[config.mk]
export PLATFORM = sky130hd
export DESIGN_NAME = alu_result_store
export DESIGN_NICKNAME = d
export VERILOG_FILES = /design/src/rtl/alu_result_store.sv
export SDC_FILE = /design/constraint.sdc
export NUM_CORES = 1
export LEC_CHECK = 0
export ABC_AREA = 1
export CAP_MARGIN = 20
export CORE_ASPECT_RATIO = 0.7
export CORE_MARGIN = 1.5
export CORE_UTILIZATION = 40
export CTS_CLUSTER_SIZE = 8
export DETAILED_ROUTE_END_ITERATION = 12
export GPL_ROUTABILITY_DRIVEN = 0
export PLACE_DENSITY = 0.65
export RECOVER_POWER = 50
export SLEW_MARGIN = 10
export SYNTH_ARGS = -nofsm -noshare
export SYNTH_HDL_FRONTEND = slang
export SYNTH_SLANG_ARGS = --single-unit
[constraint.sdc]
create_clock -name clk -period 2.7 [get_ports clk]
set_input_delay 0.405 -clock clk [delete_from_list [all_inputs] [get_ports clk]]
set_output_delay 0.405 -clock clk [all_outputs]
set_load 0.01 [all_outputs]
[src/rtl/alu_result_store.sv]
// Result register behind the 8-bit ALU: debounced capture, two-deep history,
// low-nibble feedback to the ALU B operand and six active-low 7-seg digits.
module alu_result_store #(
  parameter int unsigned DEBOUNCE_CYCLES = 4,
  parameter bit          BLANK_INVALID   = 1'b1
) (
  input  logic       clk,
  input  logic       reset,
  input  logic [7:0] alu_out,
  input  logic       load_req,
  input  logic       clear_hist,
  output logic [7:0] result,
  output logic [3:0] feedback_b,
  output logic [7:0] hist1,
  output logic [7:0] hist2,
  output logic [3:0] cap_count,
  output logic       captured,
  output logic [6:0] HEX0,
  output logic [6:0] HEX1,
  output logic [6:0] HEX2,
  output logic [6:0] HEX3,
  output logic [6:0] HEX4,
  output logic [6:0] HEX5
);

  // state   | meaning
  // IDLE    | waiting for load_req to go high
  // PRESS   | load_req high, counting towards DEBOUNCE_CYCLES
  // CAPTURE | one cycle: shift history and store alu_out
  // RELEASE | waiting for load_req to stay low DEBOUNCE_CYCLES cycles
  typedef enum logic [1:0] {IDLE, PRESS, CAPTURE, RELEASE} state_t;

  localparam logic [15:0] DB_LIMIT = 16'(DEBOUNCE_CYCLES);
  localparam logic [6:0]  BLANK    = 7'b1111111;

  state_t      state, state_nxt;
  logic [15:0] db_cnt, db_cnt_nxt;
  logic        do_capture;
  logic [1:0]  hist_valid;

  always_comb begin
    state_nxt  = state;
    db_cnt_nxt = db_cnt;
    do_capture = 1'b0;
    case (state)
      IDLE: begin
        if (load_req) begin
          state_nxt  = PRESS;
          db_cnt_nxt = 16'd1;
        end
      end
      PRESS: begin
        if (!load_req) begin
          state_nxt  = IDLE;
          db_cnt_nxt = 16'd0;
        end else if (db_cnt >= DB_LIMIT) begin
          state_nxt = CAPTURE;
        end else begin
          db_cnt_nxt = db_cnt + 16'd1;
        end
      end
      CAPTURE: begin
        do_capture = 1'b1;
        state_nxt  = RELEASE;
        db_cnt_nxt = 16'd0;
      end
      RELEASE: begin
        // a bounce back high restarts the release window
        if (load_req) begin
          db_cnt_nxt = 16'd0;
        end else if (db_cnt >= DB_LIMIT) begin
          state_nxt  = IDLE;
          db_cnt_nxt = 16'd0;
        end else begin
          db_cnt_nxt = db_cnt + 16'd1;
        end
      end
      default: begin
        state_nxt  = IDLE;
        db_cnt_nxt = 16'd0;
      end
    endcase
  end

  always_ff @(posedge clk) begin
    if (reset) begin
      state      <= IDLE;
      db_cnt     <= 16'd0;
      captured   <= 1'b0;
      result     <= 8'd0;
      hist1      <= 8'd0;
      hist2      <= 8'd0;
      hist_valid <= 2'b00;
      cap_count  <= 4'd0;
    end else begin
      state    <= state_nxt;
      db_cnt   <= db_cnt_nxt;
      captured <= do_capture;
      if (do_capture) begin
        // capture takes priority over clear_hist for the shift of the old result
        result     <= alu_out;
        hist1      <= result;
        hist2      <= clear_hist ? 8'd0 : hist1;
        hist_valid <= clear_hist ? 2'b01 : {hist_valid[0], 1'b1};
        cap_count  <= cap_count + 4'd1;
      end else if (clear_hist) begin
        hist1      <= 8'd0;
        hist2      <= 8'd0;
        hist_valid <= 2'b00;
      end
    end
  end

  function automatic logic [6:0] seg7(input logic [3:0] v);
    logic [6:0] s;
    case (v)
      4'h0: s = 7'b0000001;
      4'h1: s = 7'b1001111;
      4'h2: s = 7'b0010010;
      4'h3: s = 7'b0000110;
      4'h4: s = 7'b1001100;
      4'h5: s = 7'b0100100;
      4'h6: s = 7'b0100000;
      4'h7: s = 7'b0001111;
      4'h8: s = 7'b0000000;
      4'h9: s = 7'b0000100;
      4'hA: s = 7'b0001000;
      4'hB: s = 7'b1100000;
      4'hC: s = 7'b0110001;
      4'hD: s = 7'b1000010;
      4'hE: s = 7'b0110000;
      default: s = 7'b0111000;
    endcase
    return s;
  endfunction

  logic show_h1, show_h2;
  assign show_h1 = !BLANK_INVALID || hist_valid[0];
  assign show_h2 = !BLANK_INVALID || hist_valid[1];

  assign feedback_b = result[3:0];
  assign HEX0 = seg7(result[3:0]);
  assign HEX1 = seg7(result[7:4]);
  assign HEX2 = show_h1 ? seg7(hist1[3:0]) : BLANK;
  assign HEX3 = show_h1 ? seg7(hist1[7:4]) : BLANK;
  assign HEX4 = show_h2 ? seg7(hist2[3:0]) : BLANK;
  assign HEX5 = show_h2 ? seg7(hist2[7:4]) : BLANK;

endmodule
After elaboration in Yosys (flattened, before gate mapping). Memories as Yosys holds them, arrays and structs flattened. A register that Yosys moved wholly into a read port is not among the register bits. Cells that the tools add are included.

Register bits after elaboration: 49. Bits in latches: 0. Memory bits (writable): 0. ROM bits: 672. Input port bits: 12. Output and inout bits: 75. Word-level logic and storage cells: 63. Memories kept: 6.

Add/sub/neg operators: 2. Multiply operators: 0. Div/mod/pow operators: 0. Order comparisons: 1. Eq/ne operators: 8. Shifts and indexed selects: 0. Multiplexer cells: 34. Bitwise logic cells: 0. Reduce and logical (&&, ||, !) cells: 4.

Memory list: (no name shown) (words 16, bits a word 7, rd ports 1, clocked after Yosys merged registers in 1, wr ports 0, RTL line 116) `case (v)`; (no name shown) (words 16, bits a word 7, rd ports 1, clocked after Yosys merged registers in 1, wr ports 0, RTL line 116); (no name shown) (words 16, bits a word 7, rd ports 1, clocked after Yosys merged registers in 1, wr ports 0, RTL line 116); (no name shown) (words 16, bits a word 7, rd ports 1, clocked after Yosys merged registers in 1, wr ports 0, RTL line 116); (no name shown) (words 16, bits a word 7, rd ports 1, clocked after Yosys merged registers in 1, wr ports 0, RTL line 116); (no name shown) (words 16, bits a word 7, rd ports 1, clocked after Yosys merged registers in 1, wr ports 0, RTL line 116).

Operators with widths (count): two-way mux 16 bit (5); case mux 16 bit (4 select lines) (1); two-way mux 4 bit (10); two-way mux 8 bit (4); two-way mux 7 bit (4); adder 16 x 1 -> 16 bit (second input constant) (1); greater-or-equal comparator 16 x 3 -> 1 bit (second input constant) (1); two-way mux 2 bit (8); case mux 2 bit (4 select lines) (1); != test 2 bit (second input constant) (3); != test 3 bit (second input constant) (2); adder 4 x 1 -> 4 bit (second input constant) (1); equality test 2 bit (second input constant) (2); AND reduction 4 bit (1); equality test 2 x 1 -> 1 bit (second input constant) (1); logical NOT 2 bit (1); AND reduction 2 bit (1); nonzero test 2 bit (1); two-way mux 1 bit (1).

Depth between registers and ports, before layout.
Word-level depth: 5. Gate-level depth with buffers: 14. Depth with buffers taken out: 14.

Worst setup path before layout. OpenSTA, ideal clock, no wires.

Path type: input -> register. Start: in reset. End: reg HEX1[3] (netlist name). Setup time: 0.058 ns. Data arrival time: 1.871 ns. Required time: 2.642 ns. Setup slack: 0.771 ns. Stages: 10. Buffers on the path: 2. Cells stage by stage: buf_4 inv_4 nand2_4 buf_6 o21ai_1 inv_1 ha_1 o21ai_0 nand2_1 nand2_1.

Word-level cells in the longest chain between the ends: 1.

RTL lines: start, declared (RTL line 8) `input logic reset,`; two-way mux 4 bit (no line).

No other way between the ends. A chain may end at the register's enable or synchronous reset.

==> impl_summary.txt <==
----------------------------------------------------
[Outcome]
  Result of the run ... completed

[Critical path]
  Type of destination of the critical path ... flip-flop
  Reg2reg start ... state[0]
  Capture point of the worst reg-to-reg path ... HEX1[3]
  Reg-to-reg setup timing slack ... 0.49 ns
  Highest net fanout along the worst path ... 9
  Category of the most critical setup path ... in2reg
  Length in cells of the worst reg-to-reg path ... 9
  Data arrival at the endpoint of the critical path ... roughly 2.6 ns
  Endpoint required time on the critical path ... 2.99 ns
  Worst setup SP type ... primary input

[Timing]
  Least-Margin Pin Slew ... ~0.9 ns
  Maximum clock rate ... about 0.44 GHz
  Period Utilization, post-route ... 84.1%
  Final hold violation count ... 0
  Fin Setup TNS ... 0 ns
  Final count of negative-setup-slack endpoints ... 0
  RSZ-0062 raised after global routing ... no
  Hold_ws ... about 0.44 ns
  Worst setup skew after layout ... ~0.0068 ns
  Final critical delay including setup and external delays ... around 2.3 ns
  Number of pins exceeding their max-slew limit in the final report ... 0
  Slew headroom ... approximately 40%

[Die]
  Overall die area ... 12500 µm²
  Count of standard-cell rows ... 33
  Area of the core ... about 12000 µm²
  Die extent in x ... approximately 130 µm
  Boundary Pins ... slightly below 90
  Y dimension of the die ... around 94 µm
  Starting Density ... 40.8%

[Worst hold path]
  Startpoint of the lowest-slack hold path ... db_cnt[10]
  Worst hold stages ... 2
  Class of the tightest hold or removal check ... reg2reg
  Hold Path Sink ... db_cnt[10]

[Power]
  P_leak ... roughly 0.0027 µW
  Power per cell area ... 438 nW/µm²
  Total power ... 2580 µW
  Max VDD drop ... 0.286 mV

[Route]
  Drt total wl ... 10.4 mm
  First-pass iteration count of the detailed router ... 4
  Detailed-route via count ... roughly 4000
  Via density ... 4.56
  Number of remaining DRC errors ... 0
  Post-DRT Antenna Nets ... 0
  Iteration-0 DRC count of the detailed router ... between 200 and 300
  Per-cell routed wire length ... around 12 µm

[Clock tree]
  CTS tree ... done
  Root buffer cell ... sky130_fd_sc_hd__clkbuf_16
  Clock sink count ... 91
  Number of instances resized during post-cts repair ... 0
  Clock-pin slew on the worst setup and hold paths ... around 0.060 ns
  Maximum buffer depth of the clock tree ... 2
  Clock network latency to the later pin of the worst-skew pair ... between 0.3 and 0.4 ns
  CTS buffer count ... 9
  Post-CTS Repair Setup Buffers ... 0
  Depth of the CTS H-tree ... 3
  CTS hold repair buffers ... 0

[Synthesis]
  Predominant post-synthesis flop cell ... sky130_fd_sc_hd__dfxtp_1
  Most common cell in the synthesized netlist ... sky130_fd_sc_hd__nand2_1
  Net count after synthesis ... ~700
  Gate Count Post-Synth ... 644
  Proportion of register bits with asynchronous set or reset after synthesis ... 0%
  Largest cells by area after synthesis ... sky130_fd_sc_hd__dfxtp_1 (38%), sky130_fd_sc_hd__nand2_1 (15%), sky130_fd_sc_hd__ha_1 (10%), sky130_fd_sc_hd__inv_1 (6.9%), sky130_fd_sc_hd__nand3_1 (4.2%)
  Synthesis-stage register bit count ... 91
  Area of the mapped netlist ... 4730 µm²
  Top cell type's share of synthesized area ... approximately two fifths
  Cell accounting for the most synthesized area ... sky130_fd_sc_hd__dfxtp_1
  Post-synthesis sequential area ratio ... 38.5%
  EDFF count, synth ... 0
  Mean cell area of the mapped netlist ... 7.35 µm²
  Ys Warns ... 0
  Top post-synthesis cells by count ... sky130_fd_sc_hd__nand2_1 (194), sky130_fd_sc_hd__dfxtp_1 (91), sky130_fd_sc_hd__inv_1 (87), sky130_fd_sc_hd__nor2_1 (45), sky130_fd_sc_hd__nand3_1 (40)
  Number of distinct standard cells referenced by the synthesized netlist ... 35

[Global routing]
  Number of global-route vias before repair ... ~3800
  Met3 track utilization from global routing ... 5.50%
  Initial antenna violation count ... 0
  Met1 Usage GRT ... between 20% and 30%
  Sum of overflow across all layers after global routing ... 0
  Routing layer with the top usage in global route ... met2
  Wire length of the first global-routing pass ... approximately 18 mm
  Pin count of the biggest net entering global routing ... 24
  Met2 usage ... between 20% and 30%
  Total global routing track utilization ... 18.0%

[Finish]
  Post-synthesis to final-layout area growth ... 24.6%
  Fraction of final layout cells sized beyond drive strength 1 ... under 10%
  Summed area of non-filler cells in the final layout ... 5890 µm²
  # nets final ... between 700 and 800
  Diode count ... 0

[Placed design]
  Detailed placement HPWL ... around 7.9 mm
  Port Buffer Count ... between 80 and 90
  Standard cell area after detailed placement ... 5660 µm²

[Flow run]
  Max-capacitance violation count ... 0

----------------------------------------------------
## worst max-delay path, stage by stage
cell                            delay, ns
sky130_fd_sc_hd__dlygate4sd3_1       0.63
sky130_fd_sc_hd__inv_4               0.16
sky130_fd_sc_hd__nand2_1             0.10
sky130_fd_sc_hd__nand2_1             0.07
sky130_fd_sc_hd__o21ai_0             0.16
sky130_fd_sc_hd__nor2_1              0.28
sky130_fd_sc_hd__inv_1               0.16
sky130_fd_sc_hd__ha_1                0.34
sky130_fd_sc_hd__o21ai_1             0.13
sky130_fd_sc_hd__nand2_1             0.06
sky130_fd_sc_hd__nand2_1             0.05
## per-layer routing
layer | up-vias | share of wire [%] | wire length (µm)
met5 | - | 0 | 0
met4 | 0 | 1.4 | 150
met3 | 16 | 6.1 | 639
met2 | 94 | 43 | 4470
met1 | 1780 | 49 | 5150
li1 | 2153 | - | -
## cells in the final DEF (no fill, tap or decap), types with 4 or more instances in the layout
cell type and count:
sky130_fd_sc_hd__inv_1 88, sky130_fd_sc_hd__dlygate4sd3_1 46, sky130_fd_sc_hd__clkinvlp_4 4, sky130_fd_sc_hd__a21oi_1 11
sky130_fd_sc_hd__dfxtp_1 91, sky130_fd_sc_hd__o21ai_2 9, sky130_fd_sc_hd__nand2_1 198, sky130_fd_sc_hd__nand3_1 40
sky130_fd_sc_hd__o21ai_1 27, sky130_fd_sc_hd__o21ai_0 26, sky130_fd_sc_hd__ha_1 39, sky130_fd_sc_hd__nor2_1 46
sky130_fd_sc_hd__inv_2 11, sky130_fd_sc_hd__buf_4 5, sky130_fd_sc_hd__clkbuf_16 9, sky130_fd_sc_hd__nand2_4 4
sky130_fd_sc_hd__o21ai_4 4, sky130_fd_sc_hd__clkdlybuf4s50_1 40
## area by class of cell
class                      instances  area, µm²
fill                            1109       5710
multi-input combinational        429       2310
sequential                        91       1820
timing repair buffer              92        902
inverter                         101        384
clock buffer                       9        225
tap                              157        196
clock inverter                     7       52.6
## worst max-delay path by stage
stage / start / to / slack (ns) / depth (start not counted)
3_5_place_dp: clear_hist / flip-flop / 0.26 / 11
5_1_grt: clear_hist / flip-flop / 0.24 / 13
6_report: clear_hist / flip-flop / 0.43 / 11
4_1_cts: clear_hist / flip-flop / 0.61 / 11
3_3_place_gp: clear_hist / flip-flop / 0.33 / 13
2_1_floorplan: reset / HEX1[3] / 0.77 / 10
## stage by stage
step                utilization (%)  setup slack (ns)  cells
CTS                            51.2             0.614    886
floorplan                         -             0.771    644
finish                         50.8             0.430    886
detailed placement             48.8             0.255    870
global placement               48.8             0.330    870
global route                   50.8             0.236    886
## kinds of logic (layout without fill, tap and decap cells)
group,after synthesis,count (layout),synth area share [%]
buf+inv,124,209,11.8
simple gates,303,303,27.5
xor+xnor,1,1,0.185
compound gates,86,86,11.7
fa+ha+maj,39,39,10.3
flops,91,91,38.5
## power breakdown
group / internal [µW] / leakage (µW) / switching (µW)
clock network: 626 / 0.000124 / 540
logic: 25.6 / 0.00186 / 42.5
registers: 1350 / 0.000733 / 3.21
total: 2000 / 0.00272 / 586
Note: power is estimated with default switching activity, not from simulation.
